### config.mk
export PLATFORM = sky130hd
export DESIGN_NAME = uart_byte_rx
export DESIGN_NICKNAME = d
export VERILOG_FILES = /design/src/rtl/uart_byte_rx_pkg.sv /design/src/rtl/uart_baud_tick.sv /design/src/rtl/uart_byte_rx.sv
export SDC_FILE = /design/constraint.sdc
export NUM_CORES = 1
export LEC_CHECK = 0
export CORE_MARGIN = 4
export CORE_UTILIZATION = 63
export DETAILED_ROUTE_END_ITERATION = 8
export HOLD_SLACK_MARGIN = 0.03
export PLACE_DENSITY_LB_ADDON = 0.3
export SYNTH_ARGS = -nofsm -noshare
export SYNTH_HDL_FRONTEND = slang
export SYNTH_SLANG_ARGS = --single-unit
### constraint.sdc
create_clock -name clk -period 7.1 [get_ports clk]
set_input_delay 1.42 -clock clk [delete_from_list [all_inputs] [get_ports clk]]
set_output_delay 1.42 -clock clk [all_outputs]
set_load 0.02 [all_outputs]
### src/rtl/uart_byte_rx_pkg.sv
// Shared UART constants: baud codes/rates, oversampling points and the RX FSM states.
// The byte transmitter uses the same baud table so both directions agree on timing.
package uart_byte_rx_pkg;

    localparam int unsigned UART_OSR = 16;

    localparam logic [3:0] SAMPLE_A = 4'd7;
    localparam logic [3:0] SAMPLE_B = 4'd8;
    localparam logic [3:0] SAMPLE_C = 4'd9;

    localparam logic [2:0] BAUD_SEL_9600   = 3'd0;
    localparam logic [2:0] BAUD_SEL_19200  = 3'd1;
    localparam logic [2:0] BAUD_SEL_38400  = 3'd2;
    localparam logic [2:0] BAUD_SEL_57600  = 3'd3;
    localparam logic [2:0] BAUD_SEL_115200 = 3'd4;

    localparam int unsigned BAUD_9600   = 9600;
    localparam int unsigned BAUD_19200  = 19200;
    localparam int unsigned BAUD_38400  = 38400;
    localparam int unsigned BAUD_57600  = 57600;
    localparam int unsigned BAUD_115200 = 115200;

    typedef enum logic [1:0] {
        IDLE  = 2'd0,
        START = 2'd1,
        DATA  = 2'd2,
        STOP  = 2'd3
    } rx_state_t;

    // Reload value for the oversample divider, rounded to nearest.
    function automatic int unsigned calc_div(input int unsigned clk_freq, input int unsigned baud);
        return (clk_freq + (UART_OSR * baud) / 2) / (UART_OSR * baud) - 1;
    endfunction

    function automatic logic maj3(input logic a, input logic b, input logic c);
        return (a & b) | (a & c) | (b & c);
    endfunction

endpackage

### src/rtl/uart_baud_tick.sv
// Oversample tick generator: one-clk o_tick every DIV+1 clocks while enabled.
// Clearing realigns the phase to the caller's event (e.g. a start edge).
module uart_baud_tick
    import uart_byte_rx_pkg::*;
#(
    parameter int unsigned CLK_FREQ = 50000000
) (
    input  logic       clk,
    input  logic       rst_n,
    input  logic       i_clr,
    input  logic       i_en,
    input  logic [2:0] i_baud_set,
    output logic       o_tick
);

    localparam logic [15:0] DIV_9600   = 16'(calc_div(CLK_FREQ, BAUD_9600));
    localparam logic [15:0] DIV_19200  = 16'(calc_div(CLK_FREQ, BAUD_19200));
    localparam logic [15:0] DIV_38400  = 16'(calc_div(CLK_FREQ, BAUD_38400));
    localparam logic [15:0] DIV_57600  = 16'(calc_div(CLK_FREQ, BAUD_57600));
    localparam logic [15:0] DIV_115200 = 16'(calc_div(CLK_FREQ, BAUD_115200));

    logic [15:0] w_div;
    logic [15:0] r_cnt;

    always_comb begin
        w_div = DIV_9600;
        case (i_baud_set)
            BAUD_SEL_19200:  w_div = DIV_19200;
            BAUD_SEL_38400:  w_div = DIV_38400;
            BAUD_SEL_57600:  w_div = DIV_57600;
            BAUD_SEL_115200: w_div = DIV_115200;
            default:         w_div = DIV_9600;
        endcase
    end

    always_ff @(posedge clk or negedge rst_n) begin
        if (!rst_n) begin
            r_cnt <= '0;
        end else if (i_clr) begin
            r_cnt <= '0;
        end else if (i_en) begin
            if (r_cnt >= w_div) r_cnt <= '0;
            else                r_cnt <= r_cnt + 16'd1;
        end
    end

    assign o_tick = i_en & ~i_clr & (r_cnt == w_div);

endmodule

### src/rtl/uart_byte_rx.sv
// 8N1 UART receiver: 16x oversampling, 2-of-3 majority per bit, glitch-rejecting
// start check and stop-bit framing check; rx_done pulses for good and bad frames.
module uart_byte_rx
    import uart_byte_rx_pkg::*;
#(
    parameter int unsigned CLK_FREQ = 50000000,
    parameter int unsigned OSR      = UART_OSR
) (
    input  logic       clk,
    input  logic       rst_n,
    input  logic       rs232_rx,
    input  logic [2:0] baud_set,
    output logic [7:0] data_byte,
    output logic       rx_done,
    output logic       frame_err,
    output logic       uart_state
);

    localparam logic [3:0] LAST_TICK = 4'(OSR - 1);

    logic       r_rx_s1, r_rx_s2, r_rx_s3;
    logic [2:0] r_baud_sel;
    rx_state_t  r_state;
    logic       r_uart_state;
    logic [3:0] r_os_idx;
    logic [3:0] r_slot;
    logic       r_s7, r_s8;
    logic [7:0] r_shift;
    logic [7:0] r_data;
    logic       r_done, r_ferr;

    logic w_fall, w_start, w_tick, w_maj, w_eval;

    always_ff @(posedge clk or negedge rst_n) begin
        if (!rst_n) begin
            r_rx_s1 <= 1'b1;
            r_rx_s2 <= 1'b1;
            r_rx_s3 <= 1'b1;
        end else begin
            r_rx_s1 <= rs232_rx;
            r_rx_s2 <= r_rx_s1;
            r_rx_s3 <= r_rx_s2;
        end
    end

    // Only an edge arms the receiver, so a line held low after a bad stop cannot retrigger.
    assign w_fall  = r_rx_s3 & ~r_rx_s2;
    assign w_start = (r_state == IDLE) & w_fall;

    always_ff @(posedge clk or negedge rst_n) begin
        if (!rst_n)       r_baud_sel <= '0;
        else if (w_start) r_baud_sel <= baud_set;
    end

    uart_baud_tick #(
        .CLK_FREQ (CLK_FREQ)
    ) u_baud_tick (
        .clk        (clk),
        .rst_n      (rst_n),
        .i_clr      (w_start),
        .i_en       (r_uart_state),
        .i_baud_set (r_baud_sel),
        .o_tick     (w_tick)
    );

    assign w_maj  = maj3(r_s7, r_s8, r_rx_s2);
    assign w_eval = w_tick & (r_os_idx == SAMPLE_C);

    always_ff @(posedge clk or negedge rst_n) begin
        if (!rst_n) begin
            r_state      <= IDLE;
            r_uart_state <= 1'b0;
            r_os_idx     <= '0;
            r_slot       <= '0;
            r_s7         <= 1'b1;
            r_s8         <= 1'b1;
            r_shift      <= '0;
            r_data       <= '0;
            r_done       <= 1'b0;
            r_ferr       <= 1'b0;
        end else begin
            r_done <= 1'b0;
            r_ferr <= 1'b0;
            if (r_state == IDLE) begin
                if (w_fall) begin
                    r_state      <= START;
                    r_uart_state <= 1'b1;
                    r_os_idx     <= '0;
                    r_slot       <= '0;
                end
            end else if (w_tick) begin
                r_os_idx <= r_os_idx + 4'd1;
                if (r_os_idx == LAST_TICK) r_slot <= r_slot + 4'd1;
                if (r_os_idx == SAMPLE_A)  r_s7 <= r_rx_s2;
                if (r_os_idx == SAMPLE_B)  r_s8 <= r_rx_s2;
                if (w_eval) begin
                    case (r_state)
                        START: begin
                            if (w_maj) begin
                                r_state      <= IDLE;
                                r_uart_state <= 1'b0;
                            end else begin
                                r_state <= DATA;
                            end
                        end
                        DATA: begin
                            r_shift <= {w_maj, r_shift[7:1]};
                            if (r_slot == 4'd8) r_state <= STOP;
                        end
                        STOP: begin
                            r_done       <= 1'b1;
                            r_ferr       <= ~w_maj;
                            if (w_maj) r_data <= r_shift;
                            r_state      <= IDLE;
                            r_uart_state <= 1'b0;
                        end
                        default: r_state <= IDLE;
                    endcase
                end
            end
        end
    end

    assign data_byte  = r_data;
    assign rx_done    = r_done;
    assign frame_err  = r_ferr;
    assign uart_state = r_uart_state;

endmodule

==> out/results.txt <==
Status: finished clean
Clock sinks: 53
Initial Util: 66.6%
Finish-stage setup viols: 0
F_max: 339 MHz
Final net count: 287
TritonRoute pass-1 iters: 4
Cells after DPL: 305
DRC viols: 0
Worst EP required: 7.30 ns
Leak Pwr: 1.42 nW
Post-CTS Setup Bufs: 0
Tmin final: 2.95 ns
M3 GR Usage: 5.06%
Final Hold Vio Count: 0
Initial antenna violation count: 0
Largest net degree at the start of global routing: 54
FF-to-FF setup slack: 4.15 ns
Antenna viol nets, final: 0
Final-layout fill cell count: 290
Via density: 5.78
Root buffer cell: clkbuf_8
Cells on worst reg2reg path: 8
# resized after CTS: 0
Number of global-route vias before repair: 1927
Mapped Area: 0.00272 sq mm
Min setup slack post-route: 4.15 ns
GRT Max-Usage Layer: met2
Grt total ovfl: 0
Hold path startpoint: r_rx_s1
Post-Synthesis Cells: 246
Seq cells post-synth: 53
Syn avg cell area: 11.1 sq um
Non-Filler Instances: 313
Min Hold Slack: 0.362 ns
Critical R2R Launch: r_baud_sel[2]
Least-Margin Pin Slew: 0.682 ns
Die area: 0.00544 sq mm
ANT cells: 0
Layout cell share with drive strength beyond 1: 18.6%
I/O Pins: 17
First DRT Iteration DRCs: 84
# hold bufs at CTS: 0
Post-Syn Nets: 271
Hold Path Sink: r_rx_s2
Clk_lat worst skew: 0.30 ns
Placer congestion estimate: 0.865
CP Max Fanout: 10
Final slew viol count: 0
Worst hold path type: reg -> reg
Area of the multi-input gates: 0.00131 sq mm
Yosys warning total: 0
Drt total wl: 4710 microns
Worst Path Arrival: 3.14 ns
Max clock buf depth: 2
Number of synthesized flops with an enable pin: 0
Worst-path clk slew: 0.09 ns
Core Rows: 23
Critical path startpoint category: flop
Met1 usage: 29.0%
Peak VDD IR: 0.000180 V
CTS tree: done
FF/Latch Area: 0.00133 sq mm
Rel. slew slack: 54.4%
Seq/Total Area, Yosys: 48.9%
Die Wd: 73.7 microns
Async set-reset flop share out of synthesis: 100%
Setup TNS: 0 ns
GRT met2 Usage: 31.5%
Power Density: 269 mW/mm^2
Port Buffers: 16
Clock Skew: 0.00329 ns
Area growth, synth to finish: 10.4%
Worst r2r dst: data_byte[7]
Hold Path Stages: 0
Placement Setup Slack: 4.18 ns
WS Path Type: reg -> reg
Die Y: 73.7 microns
H-tree Lvls: 2
CTS buffer count: 5
GRT Total Usage: 20.9%
Unrepaired setup endpoints after global routing: false
Core ar.: 0.00409 sq mm
Drt wl/cell: 15.0 microns
Top FF cell, synth: dfrtp_1
Vias: 1809
Setup crit end kind: flop
DP Wirelength: 3320 microns
Post-synthesis cell type count: 47
Period Utilization, post-route: 41.5%
Max cap viols: 0
Global-route wire length before repair: 8740 microns
sequential cells by signal (all words and copies together), names as in the netlist:
register,flops
r_slot,4
data_byte,8
r_os_idx,4
rx_done,1
r_state,2
uart_state,1
u_baud_tick.r_cnt,16
r_baud_sel,3
r_shift,8
r_rx_s2,1
frame_err,1
r_s8,1
r_rx_s1,1
r_s7,1
r_rx_s3,1
per-stage QoR:
| stage | area (sq um) | power [mW] | utilization (%) |
|---|---|---|---|
| finish | 3010 | 0.810 | 73.6 |
| CTS | 3010 | 0.818 | 73.6 |
| global placement | 2910 | 0.624 | 71.1 |
| floorplan | 2720 | 0.576 | - |
| global route | 3010 | 0.879 | 73.6 |
| detailed placement | 2910 | 0.635 | 71.1 |
kinds of logic after synthesis:
family	Yosys count	synth area share, %
AOI/OAI and AO/OA	39	9.56
xor gates and xnor gates	3	0.965
adders and majority gates	20	9.10
buffers and inverters	18	2.90
DFF	53	48.9
muxes	22	8.96
and+or+nand+nor	91	19.6
worst max-delay path: stages (launching register included):
cell and delay (ns):
dfrtp_1 0.45, nand2b_1 0.22, or2_2 0.30, ha_1 0.30
nand3_2 0.10, or3_4 0.42, nor3_4 0.36, nand4_2 0.34
mux2_2 0.36
cell usage in the layout (no fill, tap or decap), types with 8 or more instances in the layout:
cell / synthesis / routed
a21oi_1: 9 / 9
ha_1: 19 / 19
nand2_1: 26 / 26
mux2_2: 19 / 19
inv_1: 10 / 10
nor2_1: 11 / 11
clkdlybuf4s50_1: 0 / 15
o21ai_0: 12 / 12
dfrtp_1: 48 / 48
nand3_1: 8 / 8
cell type report:
class / instances / share of cell area (%)
clock buffers: 6 / 2.75
clock inverters: 2 / 0.583
inverters: 10 / 1.25
multi-input cells: 175 / 43.6
flip-flops and latches: 53 / 44.3
well taps: 50 / 2.08
repair buffers: 17 / 5.41
worst max path at each step:
stage	start	to	slack, ns
2_1_floorplan	r_baud_sel[2]	r_slot[3]	4.40
3_3_place_gp	r_baud_sel[2]	data_byte[1]	4.25
3_5_place_dp	r_baud_sel[2]	data_byte[7]	4.18
4_1_cts	r_baud_sel[2]	data_byte[7]	4.14
5_1_grt	r_baud_sel[2]	data_byte[5]	4.01
6_report	r_baud_sel[2]	data_byte[7]	4.15
per-layer routing:
layer	wire length, microns	part of all wire, %	vias up
li1	-	-	899
met1	2330	49	861
met2	2100	45	42
met3	200	4.3	7
met4	82	1.7	0
met5	0	0	-
synth_stat cells (all sizes together), types with 2 or more instances:
master	instances	share of area [%]
nor3	5	1.3
mux2	19	7.9
dfrtp	48	44
inv	10	1.4
or3	3	1.1
nor2b	4	0.92
and2	6	1.4
o21ai	12	2.2
nand3	11	2.6
buf	2	0.69
a31oi	2	0.46
clkbuf	6	0.83
xnor2	2	0.64
nor3b	5	1.4
or2	3	0.69
dfstp	5	4.8
a21oi	9	1.7
nor2	11	1.5
o311ai	5	1.9
nand4	2	0.69
mux2i	3	1.1
nand2b	3	0.69
nand2	26	3.6
and3	5	1.1
ha	19	8.7
o21a	5	1.4
or4	2	0.69
where the power goes:
part           internal [mW]  total, mW  switching, mW
Combinational          0.113      0.255          0.142
Sequential             0.334      0.375         0.0413
Clock                 0.0811      0.180         0.0992
Total                  0.528      0.810          0.282
Note: power is estimated with default switching activity, not from simulation.
